$ cat src/rtl/sseg_pkg.sv
// sseg_pkg: shared constants for the seven-segment display path.
//   - Segment glyphs SEG_0..SEG_F and SEG_OFF, ordered {g,f,e,d,c,b,a},
//     active-low (common-anode display).
//   - Anode codes AN_OFF and one-cold AN_DIG0..AN_DIG3, active-low.
//   - Display words for the motion-sensor state logic (MOTION/STABLE).
package sseg_pkg;

  localparam logic [6:0] SEG_0   = 7'b1000000;
  localparam logic [6:0] SEG_1   = 7'b1111001;
  localparam logic [6:0] SEG_2   = 7'b0100100;
  localparam logic [6:0] SEG_3   = 7'b0110000;
  localparam logic [6:0] SEG_4   = 7'b0011001;
  localparam logic [6:0] SEG_5   = 7'b0010010;
  localparam logic [6:0] SEG_6   = 7'b0000010;
  localparam logic [6:0] SEG_7   = 7'b1111000;
  localparam logic [6:0] SEG_8   = 7'b0000000;
  localparam logic [6:0] SEG_9   = 7'b0010000;
  localparam logic [6:0] SEG_A   = 7'b0001000;
  localparam logic [6:0] SEG_B   = 7'b0000011;
  localparam logic [6:0] SEG_C   = 7'b1000110;
  localparam logic [6:0] SEG_D   = 7'b0100001;
  localparam logic [6:0] SEG_E   = 7'b0000110;
  localparam logic [6:0] SEG_F   = 7'b0001110;
  localparam logic [6:0] SEG_OFF = 7'b1111111;

  localparam logic [3:0] AN_OFF  = 4'b1111;
  localparam logic [3:0] AN_DIG0 = 4'b1110;
  localparam logic [3:0] AN_DIG1 = 4'b1101;
  localparam logic [3:0] AN_DIG2 = 4'b1011;
  localparam logic [3:0] AN_DIG3 = 4'b0111;

  localparam logic [15:0] SSEG_MOTION = 16'h1111;
  localparam logic [15:0] SSEG_STABLE = 16'h0000;

  // One-cold anode code for a digit index.
  function automatic logic [3:0] an_onecold(input logic [1:0] idx);
    logic [3:0] code;
    code = AN_DIG0;
    case (idx)
      2'd0:    code = AN_DIG0;
      2'd1:    code = AN_DIG1;
      2'd2:    code = AN_DIG2;
      default: code = AN_DIG3;
    endcase
    return code;
  endfunction

endpackage

$ cat src/rtl/sseg_hex_decode.sv
// sseg_hex_decode: combinational hex nibble to seven-segment glyph.
//   nibble : 4-bit hex digit in
//   seg    : segments {g,f,e,d,c,b,a}, active-low
module sseg_hex_decode
  import sseg_pkg::*;
(
  input  logic [3:0] nibble,
  output logic [6:0] seg
);

  always_comb begin
    seg = SEG_OFF;
    case (nibble)
      4'h0: seg = SEG_0;
      4'h1: seg = SEG_1;
      4'h2: seg = SEG_2;
      4'h3: seg = SEG_3;
      4'h4: seg = SEG_4;
      4'h5: seg = SEG_5;
      4'h6: seg = SEG_6;
      4'h7: seg = SEG_7;
      4'h8: seg = SEG_8;
      4'h9: seg = SEG_9;
      4'hA: seg = SEG_A;
      4'hB: seg = SEG_B;
      4'hC: seg = SEG_C;
      4'hD: seg = SEG_D;
      4'hE: seg = SEG_E;
      default: seg = SEG_F;
    endcase
  end

endmodule

$ cat src/rtl/sseg_display_driver.sv
// sseg_display_driver: four-digit multiplexed common-anode seven-segment
// driver with anti-ghosting blank gap and frame-boundary input latch.
//   DIGIT_PERIOD_CYCLES : cycles per digit slot (>= 2)
//   BLANK_CYCLES        : all-off cycles at slot start (0 .. period-1)
//   clk, reset          : clock, synchronous active-high reset
//   value[15:0]         : hex word; digit 0 (rightmost) = value[3:0]
//   dp_in[3:0]          : decimal-point request per digit, active-high
//   an[3:0]             : anodes, active-low, registered
//   seg[6:0]            : cathodes {g,f,e,d,c,b,a}, active-low, registered
//   dp                  : decimal-point cathode, active-low, registered
//   frame_tick          : one-cycle pulse at the start of each frame
// Optional feature: define SSEG_LZ_BLANK_EN for leading-zero blanking.
module sseg_display_driver
  import sseg_pkg::*;
#(
  parameter int DIGIT_PERIOD_CYCLES = 100_000,
  parameter int BLANK_CYCLES        = 1_000
) (
  input  logic        clk,
  input  logic        reset,
  input  logic [15:0] value,
  input  logic [3:0]  dp_in,
  output logic [3:0]  an,
  output logic [6:0]  seg,
  output logic        dp,
  output logic        frame_tick
);

  localparam int CW = (DIGIT_PERIOD_CYCLES > 2) ? $clog2(DIGIT_PERIOD_CYCLES) : 1;

  logic [CW-1:0] cnt;
  logic [1:0]    idx;
  logic [15:0]   value_q;
  logic [3:0]    dp_q;

  logic          slot_end;
  logic          frame_end;
  logic          blank;
  logic          lz_blank;
  logic [3:0]    nibble;
  logic [6:0]    glyph;
  logic [3:0]    an_d;
  logic [6:0]    seg_d;
  logic          dp_d;

  assign slot_end  = (cnt == CW'(DIGIT_PERIOD_CYCLES - 1));
  assign frame_end = slot_end && (idx == 2'd3);

  // A zero-length gap is resolved at elaboration so no always-false compare remains.
  generate
    if (BLANK_CYCLES == 0) begin : g_no_gap
      assign blank = 1'b0;
    end else begin : g_gap
      assign blank = (cnt < CW'(BLANK_CYCLES));
    end
  endgenerate

  assign nibble = value_q[idx*4 +: 4];

  sseg_hex_decode u_hex_decode (
    .nibble (nibble),
    .seg    (glyph)
  );

`ifdef SSEG_LZ_BLANK_EN
  // A digit is a leading zero when it and every higher digit are zero;
  // digit 0 is always shown.
  always_comb begin
    lz_blank = 1'b0;
    case (idx)
      2'd3:    lz_blank = (value_q[15:12] == 4'h0);
      2'd2:    lz_blank = (value_q[15:8]  == 8'h00);
      2'd1:    lz_blank = (value_q[15:4]  == 12'h000);
      default: lz_blank = 1'b0;
    endcase
  end
`else
  assign lz_blank = 1'b0;
`endif

  always_comb begin
    an_d  = AN_OFF;
    seg_d = SEG_OFF;
    dp_d  = 1'b1;
    if (!blank) begin
      dp_d = ~dp_q[idx];
      if (!lz_blank) begin
        an_d  = an_onecold(idx);
        seg_d = glyph;
      end else if (dp_q[idx]) begin
        // Blanked digit keeps its anode on only so the decimal point lights.
        an_d = an_onecold(idx);
      end
    end
  end

  always_ff @(posedge clk) begin
    if (reset) begin
      cnt        <= '0;
      idx        <= '0;
      value_q    <= '0;
      dp_q       <= '0;
      frame_tick <= 1'b0;
      an         <= AN_OFF;
      seg        <= SEG_OFF;
      dp         <= 1'b1;
    end else begin
      cnt        <= slot_end ? '0 : cnt + CW'(1);
      if (slot_end) begin
        idx <= idx + 2'd1;
      end
      if (frame_end) begin
        value_q <= value;
        dp_q    <= dp_in;
      end
      frame_tick <= frame_end;
      an         <= an_d;
      seg        <= seg_d;
      dp         <= dp_d;
    end
  end

endmodule

$ cat config.mk
export PLATFORM = sky130hd
export DESIGN_NAME = sseg_display_driver
export DESIGN_NICKNAME = d
export VERILOG_FILES = /design/src/rtl/sseg_pkg.sv /design/src/rtl/sseg_hex_decode.sv /design/src/rtl/sseg_display_driver.sv
export SDC_FILE = /design/constraint.sdc
export NUM_CORES = 1
export LEC_CHECK = 0
export BUFFER_PORTS_ARGS = -buffer_cell sky130_fd_sc_hd__buf_2
export CAP_MARGIN = 20
export CELL_PAD_IN_SITES_DETAIL_PLACEMENT = 0
export CELL_PAD_IN_SITES_GLOBAL_PLACEMENT = 1
export CORE_MARGIN = 5
export CORE_UTILIZATION = 47
export DETAILED_ROUTE_END_ITERATION = 16
export GPL_ROUTABILITY_DRIVEN = 0
export PLACE_DENSITY = 0.89
export SLEW_MARGIN = 20
export SYNTH_ARGS = -nofsm -noshare
export SYNTH_HDL_FRONTEND = slang
export SYNTH_HIERARCHICAL = 1
export SYNTH_SLANG_ARGS = --single-unit
export TNS_END_PERCENT = 100
$ cat constraint.sdc
create_clock -name clk -period 4.75 [get_ports clk]
set_input_delay 0.475 -clock clk [delete_from_list [all_inputs] [get_ports clk]]
set_output_delay 0.475 -clock clk [all_outputs]
set_load 0.02 [all_outputs]
# [Yosys cells after proc, flatten, opt, wreduce, memory -nomap -nowiden]
# Memories as Yosys holds them, arrays and structs flattened. A register that Yosys moved wholly into a read port is not among the register bits.
# Cells that the tools add are included.
[totals] regBits=45 in_bits=22 mem_bits_ro=112 mem_count=1
[mem_list] memory="(name not given)" depth=16 word_bits=7 read_ports=1 rd_clocked_by_memory_dff=1 wr=0 line_no="sseg_hex_decode.sv:13" source="case (nibble)"
[op_classes] bitwise_logic=1 reduce_logical=4 addsub=2 order_cmp=2 shift=1 mux=3 n_eq_ne=4
[op_table] cell="adder 17 x 1 -> 17 bit, second input constant" n=1
[op_table] cell="equality test 17 bit, second input constant" n=1
[op_table] cell="less-than comparator 17 x 10 -> 1 bit, second input constant" n=1
[op_table] cell="indexed part select 16 x 5 -> 4 bit" n=1
[op_table] cell="case mux 4 bit (3 select lines)" n=1
[op_table] cell="equality test 2 bit, second input constant" n=2
[op_table] cell="OR reduction 2 bit" n=2
[op_table] cell="less-than comparator 2 x 3 -> 1 bit, second input constant" n=1
[op_table] cell="adder 2 x 1 -> 2 bit, second input constant" n=1
[op_table] cell="binary-select mux 1 bit (select 2 bit)" n=1
[op_table] cell="equality test 2 x 1 -> 1 bit, second input constant" n=1
[op_table] cell="logical NOT 2 bit" n=1
[op_table] cell="logical AND 1 bit" n=1
[op_table] cell="two-way mux 1 bit" n=1
[op_table] cell="inverter 1 bit" n=1

# [Depth between registers and ports, before layout]
[logic_depth] word_depth=3 mapped_depth=8

# [Modules after synthesis]
# The synthesis kept the hierarchy.
[modules_own_cells] mod="sseg_display_driver" cells_each=232 area_each_um2=2247.2 seq_area_each_um2=1041.0 instances=1
[modules_own_cells] mod="sseg_hex_decode" cells_each=32 area_each_um2=275.3 seq_area_each_um2=0.0 instances=1

# [Worst setup path before layout]
# No wires, ideal clock.
[synth_timing] kind="register to register" startpoint="register idx[0]" endpoint="register seg[0]" t_arrival_ps=2311 path_stages_with_launch=9 setup_slack_ps=2378 period_less_slack_ps=2372 setup_ps=60 n_path_buf=1 t_required_ps=4690 path_cell_list="dfxtp_1 > clkbuf_1 > mux4_2 > inv_1 > ha_1 > and2b_2 > or3b_1 > o21ai_0 > nand2b_1"
[synth_via] elab_chain_cells=1
[synth_lines] item="start, declared" line_no="sseg_display_driver.sv:32" source="logic [1:0] idx;"
[synth_lines] item="start signal, assigned" line_no="sseg_display_driver.sv:110" source="idx <= idx + 2'd1;"
[synth_lines] item="indexed part select 16 x 5 -> 4 bit" line_no="sseg_display_driver.sv:58" source="assign nibble = value_q[idx*4 +: 4];"
[synth_lines] item="via nibble[1]" line_no="sseg_display_driver.sv:40" source="logic [3:0] nibble;"
[synth_lines] item="end, declared" line_no="sseg_display_driver.sv:24" source="output logic [6:0] seg,"
# The timed path passes the listed nets, and every way through them passes these cells.
# A chain may end at the register's enable or synchronous reset.

# [Worst setup path in the final report]
[layout_timing] startpoint="register cnt[0]" endpoint="register dp_q[1]"
[layout_via] elab_chain_cells=2
[layout_lines] item="start, declared" line_no="sseg_display_driver.sv:31" source="logic [CW-1:0] cnt;"
[layout_lines] item="start signal, assigned" line_no="sseg_display_driver.sv:108" source="cnt <= slot_end ? '0 : cnt + CW'(1);"
[layout_lines] item="equality test 17 bit" line_no="sseg_display_driver.sv:46" source="assign slot_end = (cnt == CW'(DIGIT_PERIOD_CYCLES - 1));"
[layout_lines] item="logical AND 1 bit" line_no="sseg_display_driver.sv:47" source="assign frame_end = slot_end && (idx == 2'd3);"
[layout_lines] item="end signal, assigned" line_no="sseg_display_driver.sv:114" source="dp_q <= dp_in;"
[layout_lines] item="end, declared" line_no="sseg_display_driver.sv:34" source="logic [3:0] dp_q;"
# Every way passes these cells.

==> results.py <==
metrics = {
    "status": {
        "status": "complete, no violations",
    },
    "worst_hold_path": {
        "hp-class": "primary input to register",
    },
    "timing": {
        "skew_ns": 0.00803,
        "worst_pin_slew_ns": 0.855,
        "max_freq_ghz": 0.401,
        "period_needed_ns": 2.49,
        "slew_headroom": 0.430,
        "post-route-period-util": 0.525,
        "hold_viol": 0,
        "tns_ns": 0,
        "setup_viol": 0,
        "slew_viol_final": 0,
        "rsz0062_at_grt": "no",
    },
    "detailed_routing": {
        "drc": 0,
        "wirelength_um": 4640,
        "ant_nets": 0,
        "firstDrtPassIters": 4,
        "viasPerCell": 5.24,
        "wl_per_cell_um": 12.9,
        "vias": 1880,
        "drt_iter0_drc": 122,
    },
    "power_and_ir_drop": {
        "power_leakage_nw": 0.941,
        "power.density_nw_per_um2": 259,
        "max-vdd-ir-drop_v": 0.000122,
    },
    "placement": {
        "place_hpwl_um": 3190,
        "placed_cells": 351,
        "port_buffers": 34,
    },
    "logic_synthesis": {
        "synth_seq_cells": 52,
        "synth.most_common_cell": "dfxtp_1",
        "synth_warnings": 6,
        "synth_edf_count": 0,
        "synth_area_um2": 2520,
        "synth_top_family_by_area": "simple AND/OR/NAND/NOR gates",
        "synthArstFlopShare": 0,
        "ys_types": 38,
        "synthMuxAreaShare": 0.0794,
        "syn_avg_cell_area_um2": 9.55,
        "syn_nets": 298,
        "synthSimpleGateAreaFrac": 0.281,
        "synth_area_leader_cell": "dfxtp_1",
        "synthXorXnorAreaFrac": 0.0521,
        "synth_cells": 264,
        "yosys-top-cells-count": "52 x dfxtp_1, 27 x nand2b_1, 25 x nor2_1, 21 x nand4b_1, 21 x o21ai_0",
        "netlist_top_cells_area": "dfxtp_1 41%, nand4b_1 7.3%, nand2b_1 6.7%",
        "synth_compound_area_frac": 0.0635,
        "yosysTopAreaCellShare": 0.413,
        "seq_area_frac_synth": 0.413,
        "ys.flop_type": "dfxtp_1",
        "synth_fa_ha_area_frac": 0.0595,
    },
    "setup_path": {
        "path_class": "register to register",
        "critPathLaunchType": "register",
        "worstSetupEndpointType": "register",
        "crit_fanout": 24,
        "cp.required_ns": 4.92,
        "worstPathArrival_ns": 2.66,
    },
    "clocking": {
        "cts_tree": "done",
        "postCtsHoldBufs": 0,
        "postCtsSetupBuffers": 0,
        "cts_buffer_depth": 2,
        "clk_pin_slew_worst_paths_ns": 0.09,
        "clock-sinks": 52,
        "clk_latency_ns": 0.30,
        "numCtsBuffers": 5,
        "htree_levels": 2,
        "ctsResizeCount": 0,
        "clockRootBuffer": "clkbuf_8",
    },
    "layout": {
        "instances_no_fill": 359,
        "fin_nets": 322,
        "syn2layout_area_growth_pct": 10.7,
        "fillers": 487,
        "post-route-util": 0.540,
        "multi_input_area_um2": 1350,
        "antenna_cells": 0,
        "drive_above_1_share": 0.180,
        "register_area_um2": 1040,
    },
    "die": {
        "start_util": 0.488,
        "core-area_um2": 5170,
        "fp.dieW_um": 83.3,
        "die_height_um": 83.3,
        "die_area_um2": 6930,
        "num_rows": 26,
        "pin_count": 35,
    },
    "global_routing": {
        "grt_pass1_vias": 1664,
        "grt_max_degree": 46,
        "grt_use_total": 0.135,
        "grt-ovfl-total": 0,
        "grt_pass1_wl_um": 7720,
        "antenna_found_initial": 0,
    },
    "run": {
        "cap_violations": 0,
    },
}
==> sequential cells by signal, indices dropped and copies added (netlist names) <==
name	flops
an	4
cnt	17
dp	1
dp_q	4
frame_tick	1
idx	2
seg	7
value_q	16
==> metrics by stage <==
step | hold WS (ns) | setup WS [ns] | total power, W | instance area, µm²
floorplan | 0.439 | 2.38 | 0.000465 | 2520
global placement | 0.459 | 2.30 | 0.000474 | 2700
detailed placement | 0.460 | 2.28 | 0.000475 | 2700
CTS | 0.411 | 2.25 | 0.000731 | 2790
global route | 0.424 | 2.01 | 0.000749 | 2790
finish | 0.419 | 2.26 | 0.000722 | 2790
==> path summary, 6_finish.rpt <==
kind,startpoint,to,slack [ns],cells after the start
max,cnt[0],dp_q[1],2.26,6
min,value[10],value_q[10],0.42,3
max reg2reg,cnt[0],dp_q[1],2.26,6
min reg2reg,dp_q[2],dp_q[2],0.47,2
==> final cells by class <==
class / instances / area share
Multi-Input combinational cell: 184 / 0.484
Tap cell: 70 / 0.0314
Timing Repair Buffer: 36 / 0.0663
Clock buffer: 7 / 0.0309
Clock inverter: 1 / 0.00269
Sequential cell: 52 / 0.373
Inverter: 9 / 0.0121
==> kinds of logic (layout without fill, tap and decap cells) <==
logic type / Yosys count / in the layout
buffers and inverters: 28 / 53
muxes: 12 / 12
adders and majority gates: 12 / 12
and+or+nand+nor: 116 / 116
xor gates and xnor gates: 15 / 15
DFF: 52 / 52
AOI/OAI and AO/OA: 29 / 29
==> critical path, cell delays in order (launching register included) <==
cell,delay [ns]
dfxtp_1,0.43
ha_1,0.28
nand4_1,0.34
nor4_4,0.24
buf_4,0.30
and2_1,0.57
o21ai_0,0.19
==> cells in the final DEF, fill, tap and decap left out, drive strengths merged, types with 2 or more instances in the layout <==
master  netlist  layout
buf           9      36
o21ai        22      22
nand4         5       5
or4           2       2
nand3         7       7
a22o          2       2
clkbuf       10       7
dfxtp        52      52
ha           12      12
nor4          6       6
nor3          4       4
nor2         25      25
mux2i         5       5
nand2        10      10
nand2b       27      27
or3           2       2
xnor2        11      11
a21oi         3       3
mux4          6       6
xor2          4       4
nand4b       21      21
inv           9       9
==> metal layers <==
metal  wire length (µm)  track usage  vias up
li1                   -            -      967
met1               2410        0.192      867
met2               1930        0.195       39
met3                235       0.0376        7
met4                 68       0.0446        0
met5                  0            0        -
==> where the power goes <==
group | internal [W] | total [W] | switching (W)
Combinational | 0.0000131 | 0.0000236 | 0.0000105
Clock | 0.000119 | 0.000258 | 0.000139
Sequential | 0.000438 | 0.000441 | 0.00000322
Total | 0.000569 | 0.000722 | 0.000153
No activity file was read; power rests on OpenSTA's default activity.
